--- config.mk ---
export PLATFORM = sky130hd
export DESIGN_NAME = instr_encoder
export DESIGN_NICKNAME = d
export VERILOG_FILES = /design/src/rtl/instr_encoder.sv
export SDC_FILE = /design/constraint.sdc
export NUM_CORES = 1
export LEC_CHECK = 0
export CORE_MARGIN = 2
export CORE_UTILIZATION = 35
export CTS_BUF_LIST = sky130_fd_sc_hd__clkbuf_8
export DETAILED_ROUTE_END_ITERATION = 10
export GPL_TIMING_DRIVEN = 0
export REMOVE_ABC_BUFFERS = 1
export SLEW_MARGIN = 20
export SYNTH_ARGS = -nofsm -noshare
export SYNTH_HDL_FRONTEND = slang
export SYNTH_SLANG_ARGS = --single-unit
--- constraint.sdc ---
create_clock -name clk -period 3.7 [get_ports clk]
set_input_delay 1.11 -clock clk [delete_from_list [all_inputs] [get_ports clk]]
set_output_delay 1.11 -clock clk [all_outputs]
set_load 0.005 [all_outputs]
--- src/rtl/instr_encoder.sv ---
// RV32I instruction encoder for R/LW/SW/BEQ/BGE/ADDI with a small output FIFO.
// Illegal or out-of-range requests are accepted, dropped and reported on err one cycle later.
module instr_encoder #(
  parameter int unsigned DEPTH = 4,
  parameter int unsigned CNT_W = 16
) (
  input  logic             clk,
  input  logic             reset,
  input  logic             in_valid,
  output logic             in_ready,
  input  logic [2:0]       op_class,
  input  logic [4:0]       rd,
  input  logic [4:0]       rs1,
  input  logic [4:0]       rs2,
  input  logic [2:0]       funct3,
  input  logic [6:0]       funct7,
  input  logic [31:0]      imm,
  output logic             out_valid,
  input  logic             out_ready,
  output logic [31:0]      out_instr,
  output logic             err,
  output logic [CNT_W-1:0] count
);

  localparam int unsigned AW = (DEPTH > 1) ? $clog2(DEPTH) : 1;
  localparam logic [AW:0] OccFull = (AW + 1)'(DEPTH);

  localparam logic [2:0] OpR    = 3'd0;
  localparam logic [2:0] OpLw   = 3'd1;
  localparam logic [2:0] OpSw   = 3'd2;
  localparam logic [2:0] OpBeq  = 3'd3;
  localparam logic [2:0] OpBge  = 3'd4;
  localparam logic [2:0] OpAddi = 3'd5;

  localparam logic [6:0] OpcR      = 7'b0110011;
  localparam logic [6:0] OpcLoad   = 7'b0000011;
  localparam logic [6:0] OpcStore  = 7'b0100011;
  localparam logic [6:0] OpcBranch = 7'b1100011;
  localparam logic [6:0] OpcImm    = 7'b0010011;

  // Encoder
  logic        imm12_ok;
  logic        br_ok;
  logic        legal;
  logic [31:0] word;

  // A value fits in N signed bits when all bits from N-1 upward agree.
  assign imm12_ok = (&imm[31:11]) | ~(|imm[31:11]);
  assign br_ok    = ((&imm[31:12]) | ~(|imm[31:12])) & ~imm[0];

  always_comb begin
    word  = '0;
    legal = 1'b0;
    case (op_class)
      OpR: begin
        word  = {funct7, rs2, rs1, funct3, rd, OpcR};
        legal = 1'b1;
      end
      OpLw: begin
        word  = {imm[11:0], rs1, 3'b010, rd, OpcLoad};
        legal = imm12_ok;
      end
      OpSw: begin
        word  = {imm[11:5], rs2, rs1, 3'b010, imm[4:0], OpcStore};
        legal = imm12_ok;
      end
      OpBeq: begin
        word  = {imm[12], imm[10:5], rs2, rs1, 3'b000, imm[4:1], imm[11], OpcBranch};
        legal = br_ok;
      end
      OpBge: begin
        word  = {imm[12], imm[10:5], rs2, rs1, 3'b101, imm[4:1], imm[11], OpcBranch};
        legal = br_ok;
      end
      OpAddi: begin
        word  = {imm[11:0], rs1, 3'b000, rd, OpcImm};
        legal = imm12_ok;
      end
      default: begin
        word  = '0;
        legal = 1'b0;
      end
    endcase
  end

  // FIFO
  logic [31:0]      mem_q [DEPTH];
  logic [AW-1:0]    wr_ptr_q, wr_ptr_d;
  logic [AW-1:0]    rd_ptr_q, rd_ptr_d;
  logic [AW:0]      occ_q, occ_d;
  logic             err_q, err_d;
  logic [CNT_W-1:0] count_q, count_d;

  logic full;
  logic empty;
  logic accept;
  logic push;
  logic pop;

  assign full     = (occ_q == OccFull);
  assign empty    = (occ_q == '0);
  assign in_ready = ~full;
  assign accept   = in_valid & in_ready;
  assign push     = accept & legal;
  assign pop      = ~empty & out_ready;

  always_comb begin
    wr_ptr_d = wr_ptr_q;
    rd_ptr_d = rd_ptr_q;
    occ_d    = occ_q;
    count_d  = count_q;
    err_d    = accept & ~legal;
    if (push) begin
      wr_ptr_d = wr_ptr_q + AW'(1);
    end
    if (pop) begin
      rd_ptr_d = rd_ptr_q + AW'(1);
    end
    case ({push, pop})
      2'b10:   occ_d = occ_q + (AW + 1)'(1);
      2'b01:   occ_d = occ_q - (AW + 1)'(1);
      default: occ_d = occ_q;
    endcase
    if (push && !(&count_q)) begin
      count_d = count_q + CNT_W'(1);
    end
  end

  always_ff @(posedge clk) begin
    if (reset) begin
      wr_ptr_q <= '0;
      rd_ptr_q <= '0;
      occ_q    <= '0;
      err_q    <= 1'b0;
      count_q  <= '0;
    end else begin
      wr_ptr_q <= wr_ptr_d;
      rd_ptr_q <= rd_ptr_d;
      occ_q    <= occ_d;
      err_q    <= err_d;
      count_q  <= count_d;
    end
  end

  // Storage needs no reset: entries are only visible while counted as occupied.
  always_ff @(posedge clk) begin
    if (push) begin
      mem_q[wr_ptr_q] <= word;
    end
  end

  assign out_valid = ~empty;
  assign out_instr = empty ? 32'h0 : mem_q[rd_ptr_q];
  assign err       = err_q;
  assign count     = count_q;

endmodule

# --- Yosys cells after proc, flatten, opt, wreduce, memory -nomap -nowiden ---
# Memory sizes are Yosys's and may differ from the RTL's. A register that Yosys moved wholly into a read port is not among the register bits.
# Index checks and enable logic that the tools add are counted.
totals:
  in_bits: 64
  mem_count: 1
  regBits: 24
  mem_bits_rw: 128
  elab_cells: 52
  output_inout_bits: 51
memory_table:
  columns: ["name", "words", "word_bits", "rd", "rd_clocked_by_memory_dff", "write_ports", "line", "rtl"]
  rows:
  - ["mem_q", 4, 32, 1, 1, 1, "87", "logic [31:0] mem_q [DEPTH];"]
classes:
  n_mux: 8
  bitwise: 13
  n_eq_ne: 8
  n_reduce_logical: 12
  add_sub_neg: 5
ops:
  columns: ["op", "count"]
  rows:
  - ["$pmux 32 s6", 1]
  - ["$mux 32", 1]
  - ["$reduce_and 21->1", 1]
  - ["$reduce_or 21->1", 1]
  - ["$reduce_and 20->1", 1]
  - ["$reduce_or 20->1", 1]
  - ["$add 16x1->16 const B", 1]
  - ["$reduce_and 16->1", 1]
  - ["$eq 3x3->1 const B", 3]
  - ["$eq 3x2->1 const B", 2]
  - ["$logic_not 3->1", 2]
  - ["$not 1->1", 6]
  - ["$pmux 3 s2", 1]
  - ["$and 1x1->1", 5]
  - ["$add 2x1->2 const B", 2]
  - ["$mux 2", 2]
  - ["$add 3x1->3 const B", 1]
  - ["$eq 3x1->1 const B", 1]
  - ["$pmux 1 s3", 1]
  - ["$reduce_or 3->1", 1]
  - ["$sub 3x1->3 const B", 1]
  - ["$eq 2x1->1 const B", 1]
  - ["$eq 2x2->1 const B", 1]
  - ["$mux 1", 2]
  - ["5 further kinds", 6]

# --- Depth between registers and ports, before layout ---
logic_depth:
  depth_word: 8
  depth_mapped: 13
  ltp_nobuf: 11

# --- Worst setup path after synthesis ---
# No wires, ideal clock.
synth_path:
  kind: "input to register"
  startpoint: "input op_class[0]"
  endpoint: "memory mem_q[0][10], enable pin"
  path_buffers: 2
  stages: 7
  setup_slack_ns: 0.090
  setup_ns: 0.389
  arrival_time_ns: 3.222
  t_required_ns: 3.311
  cell_sequence: "buf_2 > or4b_1 > o31ai_1 > o211ai_1 > a221oi_2 > buf_2 > and2_1"
synth_between:
  elab_chain_len: 6
  word_cells_on_any_way: 12
  classes_between: "eq/ne (5); mux (3); bitwise (1); reduce/logical (3)"
synth_rtl:
  columns: ["element", "line", "rtl"]
  rows:
  - ["from (decl)", "11", "input logic [2:0] op_class,"]
  - ["$eq 3x3->1, or another cell as far along", "54", "case (op_class)"]
  - ["$reduce_or 3->1 (no source line) or $reduce_or 2->1 (tied branches)", null, null]
  - ["$pmux 1 s3 (*)", "54", null]
  - ["$and 1x1->1 (*)", "104", "assign push = accept & legal;"]
  - ["$mux 1 (*)", "147", "if (push) begin"]
  - ["$mux 1 (implied by the code) (*)", "148", "mem_q[wr_ptr_q] <= word;"]
  - ["to (decl)", "87", null]
# Every way passes the cells marked *; elsewhere a longest branch is shown, timed or not.

# --- Final worst setup path ---
layout_path:
  startpoint: "input op_class[0]"
  endpoint: "register occ_q[2]"
layout_between:
  elab_chain_len: 6
  word_cells_on_any_way: 14
  classes_between: "eq/ne (7); mux (2); bitwise (1); reduce/logical (4)"
layout_rtl:
  columns: ["element", "line", "rtl"]
  rows:
  - ["$eq 3x3->1, or another cell as far along", "54", null]
  - ["$reduce_or 3->1 (no source line) or $reduce_or 2->1 (tied branches)", null, null]
  - ["$pmux 1 s3 (*)", "54", null]
  - ["$and 1x1->1 (*)", "104", null]
  - ["$eq 2x1->1 or $eq 2x2->1 (tied branches)", "119", "case ({push, pop})"]
  - ["$pmux 3 s2 or $reduce_bool 2->1 (tied branches)", null, null]
  - ["to (signal assigned)", "133", "occ_q <= '0;"]
  - ["to (signal assigned)", "139", "occ_q <= occ_d;"]
  - ["to (decl)", "90", "logic [AW:0] occ_q, occ_d;"]
# Marks and branches as above.
# A chain may end at the register's enable or synchronous reset.

==> summary.md <==
| Metric | Value |
|---|---|
| Grt ovf | 0 |
| Crit share post-route | 96.4% |
| Starting Density | 35.5% |
| Run status | complete, no violations |
| Routed len/inst | 17.7 um |
| Die ar. | 19300 um^2 |
| I/O pin count | 115 |
| Synth Flop Type | edfxtp_1 |
| Max clock buf depth | 2 |
| Worst Path Arrival | 3.92 ns |
| Placed insts | 775 |
| Worst slack at placement | -1.51 ns |
| Yosys warnings | 0 |
| Initial DRC count | 225 |
| Seq cells post-synth | 142 |
| DR vias | 4190 |
| Post-synthesis cell type count | 48 |
| R2r setup slk | 1.15 ns |
| Share of layout cells above drive strength 1 | 13.6% |
| Max-cap violations | 0 |
| Clk slew on worst S/H paths | 0.08 ns |
| Hpwl dp | 9480 um |
| Finished Layout Cells | 809 |
| Design Area, Final | 8150 um^2 |
| Core area | 17900 um^2 |
| Placed Area | 7750 um^2 |
| Pleak | 2.63 nW |
| Detail Route Antenna Nets | 0 |
| Mean Syn Cell Area | 13.9 um^2 |
| Sequential area share after synthesis | 62.9% |
| CTS buffer count | 17 |
| Path type of the worst min-delay path | reg -> reg |
| Reg2reg start | occ_q[2] |
| Fin. Hold Viols | 0 |
| Ys async rst share | 0% |
| Hold-fix buffers, CTS | 0 |
| VDD IR max | 215 uV |
| Hold wc startpoint | count[11] |
| First-pass GRT wire length | 22600 um |
| Reg2Reg Depth | 8 |
| Site row count | 49 |
| Area leader, netlist | edfxtp_1 |
| Insertion delay to the later sink of the worst-skew pair | 0.44 ns |
| Synth top area cells | edfxtp_1, mux4_2, dfxtp_1, and2_1, o21ai_0 |
| Power Total | 3.12 mW |
| Slew Limit Fails | 0 |
| Mapped Area | 6360 um^2 |
| Measured slew at the worst slew-check pin | 1.02 ns |
| Die Wd | 139 um |
| # fillers | 1605 |
| Setup CP Type | in -> reg |
| Detailed Route WL | 14300 um |
| Worst hold path endpoint | count[11] |
| # setup viols final | 0 |
| Top cell type's share of synthesized area | 54.8% |
| Peak Freq | 0.280 GHz |
| Drt pass-1 iters | 4 |
| Synth cell count leaders | edfxtp_1, and2_1, mux4_2, dfxtp_1, nor2_1 |
| # diodes | 0 |
| Root Driver | clkbuf_8 |
| DIE HEIGHT | 139 um |
| GPL Wtd Cong | 0.764 |
| Final Util | 45.5% |
| IO Port Bufs | 112 |
| Vias in the first global route | 4329 |
| Gr usage total | 15.2% |
| Post-synth EDFFs | 116 |
| Post-route setup slack | 0.134 ns |
| Slew HR | 31.7% |
| Final Skew | 0.00820 ns |
| Critical path endpoint category | flop |
| H-tree Lvls | 4 |
| Via density | 5.18 |
| Top-count cell post-synth | edfxtp_1 |
| CTS tree | yes |
| RSZ-0062 raised after global routing | no |
| RR Endpoint | occ_q[2] |
| Data required, critical path | 4.05 ns |
| Worst-path maximum fanout | 28 |
| Mapped Cells | 456 |
| Drt drc | 0 |
| Largest net degree at the start of global routing | 36 |
| Startpoint types | input port |
| Initial antenna violation count | 0 |
| Nets | 638 |
| Hold path cells | 2 |
| Area growth from synthesis to layout | 28.1% |
| Power Density | 383 nW/um^2 |
| Min Clock Period, post-route | 3.57 ns |
| Sinks on Clock Net | 142 |
==> cell type report <==
cell class | instances | area (um^2) | area share (%)
sequential | 142 | 4010 | 49.2
tap | 229 | 287 | 3.52
clock buffer | 17 | 234 | 2.87
inverter | 10 | 37.5 | 0.461
clock inverter | 15 | 121 | 1.49
timing repair buffer | 119 | 1240 | 15.3
multi-input combinational | 277 | 2220 | 27.2
==> logic make-up after synthesis <==
group,after synthesis,share of synthesized area (%)
and+or+nand+nor,147,12.3
AOI/OAI and AO/OA,71,7.06
xor gates and xnor gates,8,1.10
adders and majority gates,7,1.49
muxes,42,12.4
other,1,0.0590
DFF,142,62.9
buffers and inverters,38,2.64
==> routing by layer <==
metal | GRT usage [%] | up-vias | part of all wire, %
met2 | 25.0 | 132 | 49
met5 | 0 | - | 0
met4 | 5.69 | 0 | 1.6
met1 | 19.0 | 2077 | 44
li1 | - | 1960 | -
met3 | 4.63 | 21 | 5.9
==> state kept, by name, summed over array words and instances, names as in the netlist, named ones only <==
signal,flops
count,16
err,1
mem_q,116
occ_q,3
rd_ptr_q,2
wr_ptr_q,2
==> timing repair <==
item,CTS,global route
pin swaps,1,0
setup buffers,1,1
resized for setup,8,1
setup endpoints to repair,137,9
==> worst max-delay path by stage <==
stage,slack [ns],end,cells after the start,start
floorplan,0.13,mem_q[1][10],5,op_class[1]
finish,0.13,occ_q[2],12,op_class[0]
detailed placement,-1.51,occ_q[2],12,op_class[2]
global route,0.02,occ_q[2],12,op_class[0]
CTS,0.05,out_instr[11],3,flop
global placement,-2.24,mem_q[0][19],6,op_class[1]
==> through the flow <==
step	hold WS [ns]	setup TNS, ns
after floorplan	0.461	0
after global placement	0.475	-298.62
after detailed placement	0.489	-155.84
after CTS	0.504	0
after global routing	0.540	0
final	0.507	0
==> power breakdown <==
part	internal, mW	switching [mW]
sequential	1.74	0.00754
combinational	0.138	0.124
clock	0.527	0.582
==> worst max-delay path, stage by stage <==
cell,delay (ns)
buf_2,0.48
nand2_1,0.23
o31ai_1,0.44
o211ai_1,0.21
a221oi_4,0.32
inv_1,0.08
ha_1,0.23
inv_1,0.07
fa_1,0.18
xor2_1,0.08
or3_1,0.30
a21oi_1,0.16
==> cells in the final DEF (no fill, tap or decap), drive strengths merged, types with 4 or more instances in the layout <==
cell type,count
clkinvlp,4
nor4,6
nor3,6
and3,4
o21ai,24
edfxtp,116
nand3,12
nand4,7
nor2,25
a21oi,14
inv,15
clkbuf,17
a22oi,13
o22ai,6
or3,8
clkinv,5
mux4,29
buf,10
nor2b,9
dfxtp,26
clkdlybuf4s50,109
and2,40
nand2,24
ha,6
mux2i,10
xor2,6
Note: power is estimated with default switching activity, not from simulation.
